===== config.mk =====
export PLATFORM = sky130hd
export DESIGN_NAME = if_id_stage_reg_flat
export DESIGN_NICKNAME = d
export VERILOG_FILES = /design/src/rtl/if_id_stage_reg_if.sv /design/src/rtl/if_id_stage_reg.sv /design/src/flat_wrapper.sv
export SDC_FILE = /design/constraint.sdc
export NUM_CORES = 1
export LEC_CHECK = 0
export BUFFER_PORTS_ARGS = -buffer_cell sky130_fd_sc_hd__buf_4
export CAP_MARGIN = 20
export CORE_UTILIZATION = 50
export DETAILED_ROUTE_END_ITERATION = 10
export PLACE_DENSITY = 0.85
export SETUP_SLACK_MARGIN = 0.05
export SLEW_MARGIN = 20
export SYNTH_ARGS = -nofsm -noshare
export SYNTH_HDL_FRONTEND = slang
export SYNTH_SLANG_ARGS = --single-unit

===== constraint.sdc =====
create_clock -name clk -period 2.3 [get_ports clk]
set_clock_uncertainty 0.15 [all_clocks]
set_input_delay 0.46 -clock clk [delete_from_list [all_inputs] [get_ports clk]]
set_output_delay 0.46 -clock clk [all_outputs]
set_load 0.05 [all_outputs]

===== src/rtl/if_id_stage_reg_if.sv =====
// ---------------------------------------------------------------------------
// if_id_stage_reg_if
//   Bundles the signals between fetch, the hazard/branch logic and decode
//   around the IF->ID stage register.
//   Parameters PC_W / INST_W / CNT_W must match the attached stage register.
//   master : fetch + control side (drives in_*, stall, flush; observes outputs)
//   slave  : the stage register itself
//   Signals:
//     in_valid, in_pc, in_inst   fetched instruction and its valid flag
//     stall, flush               hold / bubble requests
//     out_valid, out_pc, out_inst registered instruction to decode
//     stall_run, flush_cnt       saturating monitor counters
//     stall_timeout              stall_run has reached the watchdog limit
// ---------------------------------------------------------------------------
interface if_id_stage_reg_if #(
  parameter int PC_W   = 32,
  parameter int INST_W = 32,
  parameter int CNT_W  = 8
);
  logic              in_valid;
  logic [PC_W-1:0]   in_pc;
  logic [INST_W-1:0] in_inst;
  logic              stall;
  logic              flush;
  logic              out_valid;
  logic [PC_W-1:0]   out_pc;
  logic [INST_W-1:0] out_inst;
  logic [CNT_W-1:0]  stall_run;
  logic [CNT_W-1:0]  flush_cnt;
  logic              stall_timeout;

  modport master (
    output in_valid, in_pc, in_inst, stall, flush,
    input  out_valid, out_pc, out_inst, stall_run, flush_cnt, stall_timeout
  );

  modport slave (
    input  in_valid, in_pc, in_inst, stall, flush,
    output out_valid, out_pc, out_inst, stall_run, flush_cnt, stall_timeout
  );
endinterface


===== src/rtl/if_id_stage_reg.sv =====
// ---------------------------------------------------------------------------
// if_id_stage_reg
//   IF->ID pipeline register with valid tracking, true stall-hold, flush to
//   bubble, and stall/flush monitoring (stall-run counter with watchdog,
//   flush counter). Every output is a register; in->out latency is 1 cycle.
//   Edge priority: flush > stall > load.
//   Ports:
//     clk  clock, all state on rising edge
//     rst  asynchronous, active-low reset
//     bus  if_id_stage_reg_if.slave (inputs from fetch/control, outputs to
//          decode and monitors)
// ---------------------------------------------------------------------------
module if_id_stage_reg #(
  parameter int                PC_W      = 32,
  parameter int                INST_W    = 32,
  parameter logic [INST_W-1:0] NOP_INST  = '0,
  parameter int                CNT_W     = 8,
  parameter int                MAX_STALL = 16
) (
  input  logic                clk,
  input  logic                rst,
  if_id_stage_reg_if.slave    bus
);

  localparam logic [CNT_W-1:0] CNT_MAX     = '1;
  localparam logic [CNT_W-1:0] STALL_LIMIT = CNT_W'(MAX_STALL);

  logic              valid_reg;
  logic [PC_W-1:0]   pc_reg;
  logic [INST_W-1:0] inst_reg;
  logic [CNT_W-1:0]  stall_run_reg;
  logic [CNT_W-1:0]  stall_run_next;
  logic [CNT_W-1:0]  flush_cnt_reg;
  logic              timeout_reg;
  logic              hold;

  // A flush overrides a stall, so it also breaks the stall run.
  assign hold = bus.stall & ~bus.flush;

  always_comb begin
    stall_run_next = '0;
    if (hold) begin
      stall_run_next = (stall_run_reg == CNT_MAX) ? CNT_MAX
                                                  : stall_run_reg + CNT_W'(1);
    end
  end

  always_ff @(posedge clk or negedge rst) begin
    if (!rst) begin
      valid_reg     <= 1'b0;
      pc_reg        <= '0;
      inst_reg      <= NOP_INST;
      stall_run_reg <= '0;
      flush_cnt_reg <= '0;
      timeout_reg   <= 1'b0;
    end else begin
      if (bus.flush) begin
        valid_reg <= 1'b0;
        pc_reg    <= '0;
        inst_reg  <= NOP_INST;
      end else if (!bus.stall) begin
        // An invalid fetch still carries its PC, but the instruction becomes a NOP.
        valid_reg <= bus.in_valid;
        pc_reg    <= bus.in_pc;
        inst_reg  <= bus.in_valid ? bus.in_inst : NOP_INST;
      end
      // stall with no flush: the data registers simply keep their value.

      stall_run_reg <= stall_run_next;
      // Watchdog tracks the counter value being written on this same edge.
      timeout_reg   <= (stall_run_next >= STALL_LIMIT);

      if (bus.flush && (flush_cnt_reg != CNT_MAX)) begin
        flush_cnt_reg <= flush_cnt_reg + CNT_W'(1);
      end
    end
  end

  assign bus.out_valid     = valid_reg;
  assign bus.out_pc        = pc_reg;
  assign bus.out_inst      = inst_reg;
  assign bus.stall_run     = stall_run_reg;
  assign bus.flush_cnt     = flush_cnt_reg;
  assign bus.stall_timeout = timeout_reg;

endmodule


===== src/flat_wrapper.sv =====
// flat-port wrapper written by rule: the top's interface ports become plain ports
module if_id_stage_reg_flat 
#(
  parameter int                PC_W      = 32,
  parameter int                INST_W    = 32,
  parameter logic [INST_W-1:0] NOP_INST  = '0,
  parameter int                CNT_W     = 8,
  parameter int                MAX_STALL = 16
)
  (clk, rst, bus_in_valid, bus_in_pc, bus_in_inst, bus_stall, bus_flush, bus_out_valid, bus_out_pc, bus_out_inst, bus_stall_run, bus_flush_cnt, bus_stall_timeout);
  if_id_stage_reg_if #(.PC_W(PC_W), .INST_W(INST_W), .CNT_W(CNT_W)) bus_i ();
  input  logic clk;
  input  logic rst;
  input wire logic [$bits(bus_i.in_valid)-1:0] bus_in_valid;
  input wire logic [$bits(bus_i.in_pc)-1:0] bus_in_pc;
  input wire logic [$bits(bus_i.in_inst)-1:0] bus_in_inst;
  input wire logic [$bits(bus_i.stall)-1:0] bus_stall;
  input wire logic [$bits(bus_i.flush)-1:0] bus_flush;
  output wire logic [$bits(bus_i.out_valid)-1:0] bus_out_valid;
  output wire logic [$bits(bus_i.out_pc)-1:0] bus_out_pc;
  output wire logic [$bits(bus_i.out_inst)-1:0] bus_out_inst;
  output wire logic [$bits(bus_i.stall_run)-1:0] bus_stall_run;
  output wire logic [$bits(bus_i.flush_cnt)-1:0] bus_flush_cnt;
  output wire logic [$bits(bus_i.stall_timeout)-1:0] bus_stall_timeout;
  assign bus_i.in_valid = bus_in_valid;
  assign bus_i.in_pc = bus_in_pc;
  assign bus_i.in_inst = bus_in_inst;
  assign bus_i.stall = bus_stall;
  assign bus_i.flush = bus_flush;
  assign bus_out_valid = bus_i.out_valid;
  assign bus_out_pc = bus_i.out_pc;
  assign bus_out_inst = bus_i.out_inst;
  assign bus_stall_run = bus_i.stall_run;
  assign bus_flush_cnt = bus_i.flush_cnt;
  assign bus_stall_timeout = bus_i.stall_timeout;
  if_id_stage_reg #(.PC_W(PC_W), .INST_W(INST_W), .NOP_INST(NOP_INST), .CNT_W(CNT_W), .MAX_STALL(MAX_STALL)) u_core (.clk(clk), .rst(rst), .bus(bus_i));
endmodule

==> results of run 1 <==
## worst max-delay path by stage
stage | start | endpoint | slack (ns) | depth (start not counted)
6_report | u_core.bus.flush_cnt[3] | bus_flush_cnt[3] | 0.60 | 1
5_1_grt | u_core.bus.stall_run[0] | u_core.bus.stall_run[0] | 0.49 | 4
4_1_cts | u_core.bus.flush_cnt[3] | bus_flush_cnt[3] | 0.59 | 1
3_5_place_dp | bus_flush | u_core.bus.flush_cnt[5] | 0.49 | 5
3_3_place_gp | bus_flush | u_core.bus.flush_cnt[7] | 0.57 | 5
2_1_floorplan | u_core.bus.stall_run[0] | u_core.bus.stall_run[0] | 0.47 | 4
## power by group
part	internal, W	total, W	switching, W
registers	0.00156	0.00170	0.000140
logic	0.000354	0.00102	0.000662
clock network	0.000411	0.000967	0.000555
total	0.00233	0.00368	0.00136
## stage by stage
stage | utilization | area [um^2]
after floorplan | - | 3271
after global placement | 0.7038 | 4469
after detailed placement | 0.7038 | 4469
after CTS | 0.7344 | 4663
after global routing | 0.7344 | 4663
final | 0.7344 | 4663
## synthesized netlist by cell type
| cell type | instances | area (um^2) |
|---|---|---|
| dfrtp_1 | 82 | 2052 |
| nor2_1 | 36 | 135.1 |
| a22o_1 | 32 | 280.3 |
| mux2i_1 | 32 | 320.3 |
| a21oi_1 | 8 | 40.04 |
| buf_2 | 8 | 40.04 |
| a31oi_1 | 4 | 25.02 |
| buf_4 | 4 | 30.03 |
| inv_1 | 4 | 15.01 |
| nand2_1 | 4 | 15.01 |
| nand3_1 | 4 | 20.02 |
| nand4_1 | 4 | 25.02 |
| xnor2_1 | 4 | 35.03 |
| clkbuf_1 | 3 | 11.26 |
| nor3_1 | 3 | 15.01 |
| a211oi_1 | 2 | 15.01 |
| and4_1 | 2 | 17.52 |
| ha_1 | 2 | 25.02 |
| nor2b_1 | 2 | 12.51 |
| or2_2 | 2 | 12.51 |
| a21o_1 | 1 | 7.510 |
| a31oi_2 | 1 | 12.51 |
| a41o_1 | 1 | 10.01 |
| and2_4 | 1 | 8.760 |
| and3_1 | 1 | 6.260 |
| and4_4 | 1 | 11.26 |
| inv_2 | 1 | 3.750 |
| mux2_1 | 1 | 11.26 |
| nand2b_1 | 1 | 6.260 |
| nand3b_1 | 1 | 7.510 |
| nor3b_4 | 1 | 18.77 |
| o211ai_1 | 1 | 7.510 |
| o311ai_0 | 1 | 8.760 |
| xor2_1 | 1 | 8.760 |
## routing by layer
metal	up-vias	wire (um)	global-route usage
met5	-	0	0
li1	1223	-	-
met1	1298	3323	0.3199
met3	10	356	0.03777
met4	0	91	0.09248
met2	85	4088	0.4009
## area by class of cell
class | instances | area share
flip-flops and latches | 82 | 0.4400
repair buffers | 155 | 0.2554
multi-input cells | 154 | 0.2404
clock buffers | 9 | 0.02656
well taps | 77 | 0.02066
clock inverters | 7 | 0.01288
inverters | 5 | 0.004025
## kinds of logic after synthesis
family                     count (synthesis)  share of synthesized area
and+or+nand+nor                           63                    0.09526
adders and majority gates                  2                   0.007650
buffers and inverters                     20                    0.03060
DFF                                       82                     0.6274
muxes                                     33                     0.1014
AOI/OAI and AO/OA                         51                     0.1243
xor gates and xnor gates                   5                    0.01339
==> results.md, run 1 <==
- Synth unique cells: 34
- First-pass GRT wire length: 13,230 um
- Root buffer cell: clkbuf_8
- Synthesized flop and latch total: 82
- Peak VDD IR: 811.7 uV
- CP max stage cell: dfrtp_1
- RSZ-0062 raised after global routing: false
- Synth Area per Inst: 12.78 um^2
- Total gr overflow: 0
- Maximum clock frequency: 589.1 MHz
- Post-Layout Cell Count: 489
- Worst-Margin Slew: 0.4165 ns
- Nets@finish: 478
- Min-delay worst type: in -> reg
- Setup Buffers After CTS: 0
- WL final: 7860 um
- R2R cell count: 4
- Area of the multi-input gates: 1121 um^2
- Placed instance count: 472
- Clk_lat worst skew: 0.34 ns
- Routed len/inst: 16.07 um
- Hold path cells: 2
- Hpwl dp: 5423 um
- Clock slew at reported path FFs: 0.10 ns
- Mapped Cells: 256
- Relative slew margins: 0.7223
- Die area: 6869 um^2
- 1st-iter DRT viols: 107
- Vias in the first global route: 2,610
- Status: complete, no violations
- Crit-path max cell delay: 0.50 ns
- Initial core utilization: 0.5151
- Crit. End Element: output port
- Area delta synth->final: 42.58%
- Most frequent cells in the layout: 152 x buf_4, 82 x dfrtp_1, 36 x nor2_1, 32 x mux2i_1, 32 x a22o_1
- DR pass1 iterations: 4
- Core box area: 6350 um^2
- # IOs: 151
- WP data required: 1.69 ns
- Final setup fails: 0
- Largest net degree at the start of global routing: 67
- Remaining antenna violation count after routing: 0
- Proportion of layout cells with a drive suffix above 1: 0.4320
- Hold Crit Start: bus_in_inst[23]
- Crit Path Class: reg -> out
- Final min period: 1.698 ns
- Ys Warns: 0
- ANT cells: 0
- Crit start category: register
- Fin. Hold Viols: 0
- CTS Sinks: 82
- Max-cap violations: 0
- CP bufs+invs: 1
- Via count: 2,616
- Setup WS pre-CTS: 0.4928 ns
- P_leak: 2.499 nW
- Post-route DRC violation count: 0
- Hold slack: 0.1752 ns
- Max Transition Viols Final: 0
- Total GRT Usage: 0.2409
- CTS H-tree lvls: 3
- Power Density: 790.1 nW/um^2
- # port buffers: 150
- Setup TNS: 0 ns
- Post_cts resized: 0
- Routability Congestion: 0.7994
- Post-synthesis net count: 327
- Chip Width: 82.88 um
- Register area: 2052 um^2
- Hold EP: u_core.bus.out_inst[23]
- Cell family with most CP delay: flip-flops
- Worst-case clock buffer depth: 2
- Vias per cell: 5.350
- Setup ws final: 0.6024 ns
- Reg2reg start: u_core.bus.stall_run[0]
- Final worst-path cycle share: 0.7381
- Cts bufs inserted: 9
- Die Height: 82.88 um
- Commonest non-fill, non-tap cell in the layout: buf_4
- Initial antenna violation count: 0
- Seq/Total Area, Yosys: 0.6274
- Hold_buf cts: 1
- FILL cells: 442
- Crit-path cells: buf_4
- Overall power: 0.003685 W
- TritonCTS clock tree: done
- R2R Path End: u_core.bus.stall_timeout
- R2r setup slk: 0.63 ns
- Crit path max fanout: 7
- Row count: 29
- Synthesized area: 3271 um^2
- Crit path DAT: 1.09 ns
(Power assumes the default switching activity.)
==> inputs of run 2 (changes only) <==
--- a/config.mk
+++ b/config.mk
@@ -7,9 +7,9 @@
 export LEC_CHECK = 0
 export BUFFER_PORTS_ARGS = -buffer_cell sky130_fd_sc_hd__buf_4
 export CAP_MARGIN = 20
-export CORE_UTILIZATION = 50
+export CORE_UTILIZATION = 42
 export DETAILED_ROUTE_END_ITERATION = 10
-export PLACE_DENSITY = 0.85
+export PLACE_DENSITY = 0.76
 export SETUP_SLACK_MARGIN = 0.05
 export SLEW_MARGIN = 20
 export SYNTH_ARGS = -nofsm -noshare
==> constraint.sdc (replaced) <==
create_clock -name clk -period 1.5 [get_ports clk]
set_clock_uncertainty 0.15 [all_clocks]
set_input_delay 0.3 -clock clk [delete_from_list [all_inputs] [get_ports clk]]
set_output_delay 0.3 -clock clk [all_outputs]
set_load 0.05 [all_outputs]
==> run 2 against run 1 <==
  * Design area increased by 7.9%
  * Sequential share of layout area down 2.8 points
  * Routed wire length up 9.3%
  * Via count rose by 3.7%
  * Clock-buffer cell count rose by 2
  * Largest cell class unchanged
==> results.md, run 2 (synthesis results as in run 1) <==
- Crit path DAT: 1.53 ns
- Logic pwr share: 0.325
- Root buffer cell: clkbuf_8
- Cell family with most CP delay: flip-flops
- Chip Width: 90.25 um
- Final setup fails: 0
- Flop pwr share: 0.439
- CTS H-tree lvls: 3
- RSZ-0062 raised after global routing: true
- Clk pwr share: 0.236
- Max-cap violations: 0
- Crit Path Class: reg -> reg
- TritonCTS clock tree: done
- Nets@finish: 500
- Int Pwr: 0.003848 W
- Status: complete, no violations
- Proportion of layout cells with a drive suffix above 1: 0.5230
- First-pass GRT wire length: 13,940 um
- Max Transition Viols Final: 0
- Clk_lat worst skew: 0.33 ns
- ANT cells: 0
- Crit path max fanout: 6
- Min-delay worst type: in -> reg
- Die area: 8144 um^2
- Total gr overflow: 0
- # IOs: 151
- Fin. Hold Viols: 0
- Most frequent cells in the layout: 158 x buf_4, 66 x dfrtp_1, 36 x nor2_1, 32 x mux2i_1, 32 x a22o_1
- CP bufs+invs: 0
- Hpwl dp: 5948 um
- Crit-path cells: ha_4 -> and4_2 -> a21oi_2 -> nor3_1 -> nand3b_1
- Post-route DRC violation count: 0
- WL final: 8593 um
- Setup ws final: 0.02256 ns
- Vias per cell: 5.088
- Initial core utilization: 0.4415
- Sw frac: 0.3493
- Routability Congestion: 0.8060
- Worst-case clock buffer depth: 2
- Row count: 31
- Largest net degree at the start of global routing: 42
- Cts bufs inserted: 9
- Die Height: 90.25 um
- Via count: 2,712
- WP data required: 1.56 ns
- Power Density: 1175 nW/um^2
- Maximum clock frequency: 676.8 MHz
- Worst-Margin Slew: 0.2453 ns
- Setup WS pre-CTS: 0.02150 ns
- Commonest non-fill, non-tap cell in the layout: buf_4
- P_leak: 2.616 nW
- Vias in the first global route: 2,722
- Post-Layout Cell Count: 533
- DR pass1 iterations: 4
- Crit. End Element: register
- Clock slew at reported path FFs: 0.09 ns
- Final min period: 1.477 ns
- Final worst-path cycle share: 0.9850
- Setup TNS: 0 ns
- Total GRT Usage: 0.2161
- Crit start category: register
- CTS Sinks: 82
- # port buffers: 150
- Peak VDD IR: 1076 uV
- Initial antenna violation count: 0
- 1st-iter DRT viols: 142
- Placed instance count: 502
- FILL cells: 559
- Routed len/inst: 16.12 um
- Core box area: 7408 um^2
- Remaining antenna violation count after routing: 0
- Sw power: 0.002066 W
- Area delta synth->final: 53.86%
- CP max stage cell: dfrtp_2
- Relative slew margins: 0.8339
- Crit-path max cell delay: 0.46 ns
[run 2: cell count changes in the layout (fill, tap and decap cells not counted), moves of 3 or more]
cell / previous run / this run
dfrtp_1: 82 / 66
inv_6: 4 / 0
a21oi_1: 8 / 3
buf_6: 0 / 10
dfrtp_2: 0 / 16
a21oi_2: 0 / 5
buf_12: 2 / 5
buf_4: 152 / 158
clkinv_2: 0 / 3
buf_8: 0 / 3
[run 2: layout make-up]
cell class,count,area (um^2),area share
multi-input cells,154,1192,0.2369
well taps,99,123.9,0.02461
repair buffers,177,1454,0.2889
flip-flops and latches,82,2072,0.4117
inverters,5,18.77,0.003729
clock buffers,11,141.4,0.02810
clock inverters,5,30.03,0.005967
[run 2: power by group through the flow]
stage	logic, W	registers, W	clock network [W]
after floorplan	0.000383	0.00330	0
after global placement	0.00167	0.00264	0
after detailed placement	0.00170	0.00265	0
after CTS	0.00183	0.00259	0.00144
after global routing	0.00203	0.00262	0.00155
final	0.00192	0.00260	0.00139
[run 2: timing repair]
item	4_1_cts	5_1_grt
endpoints found under the hold margin	82	0
pin swaps	2	6
hold buffers	1	0
setup endpoints to repair	9	22
resized for setup	12	11
setup buffers	7	7
[run 2: routing by layer]
metal | global-route usage | vias up | part of all wire
met4 | 0.08333 | 0 | 0.021
met5 | 0 | - | 0
met2 | 0.3620 | 119 | 0.51
met3 | 0.02792 | 20 | 0.048
li1 | - | 1258 | -
met1 | 0.2867 | 1315 | 0.42
[run 2: metrics by stage]
step | util | instance area, um^2 | hold WS (ns) | power, W
CTS | 0.6664 | 4937 | 0.01116 | 0.005865
global route | 0.6793 | 5032 | 0.007304 | 0.006203
detailed placement | 0.6286 | 4657 | -0.01726 | 0.004345
finish | 0.6793 | 5032 | 0.02413 | 0.005914
floorplan | - | 3333 | -0.1456 | 0.003679
global placement | 0.6286 | 4657 | -0.01979 | 0.004307
[run 2: path summary, 6_finish.rpt]
check | to | slack (ns) | start | cells after the start
setup reg to reg | u_core.bus.stall_timeout | 0.02 | u_core.bus.stall_run[0] | 5
hold / removal | u_core.bus.out_inst[20] | 0.02 | bus_in_inst[20] | 2
min in group asynchronous | u_core.bus.out_inst[20] | 0.20 | rst | 2
max in group asynchronous | u_core.bus.stall_run[5] | 0.53 | rst | 3
setup / recovery | u_core.bus.stall_timeout | 0.02 | u_core.bus.stall_run[0] | 5
hold reg to reg | u_core.bus.out_valid | 0.33 | u_core.bus.out_valid | 1
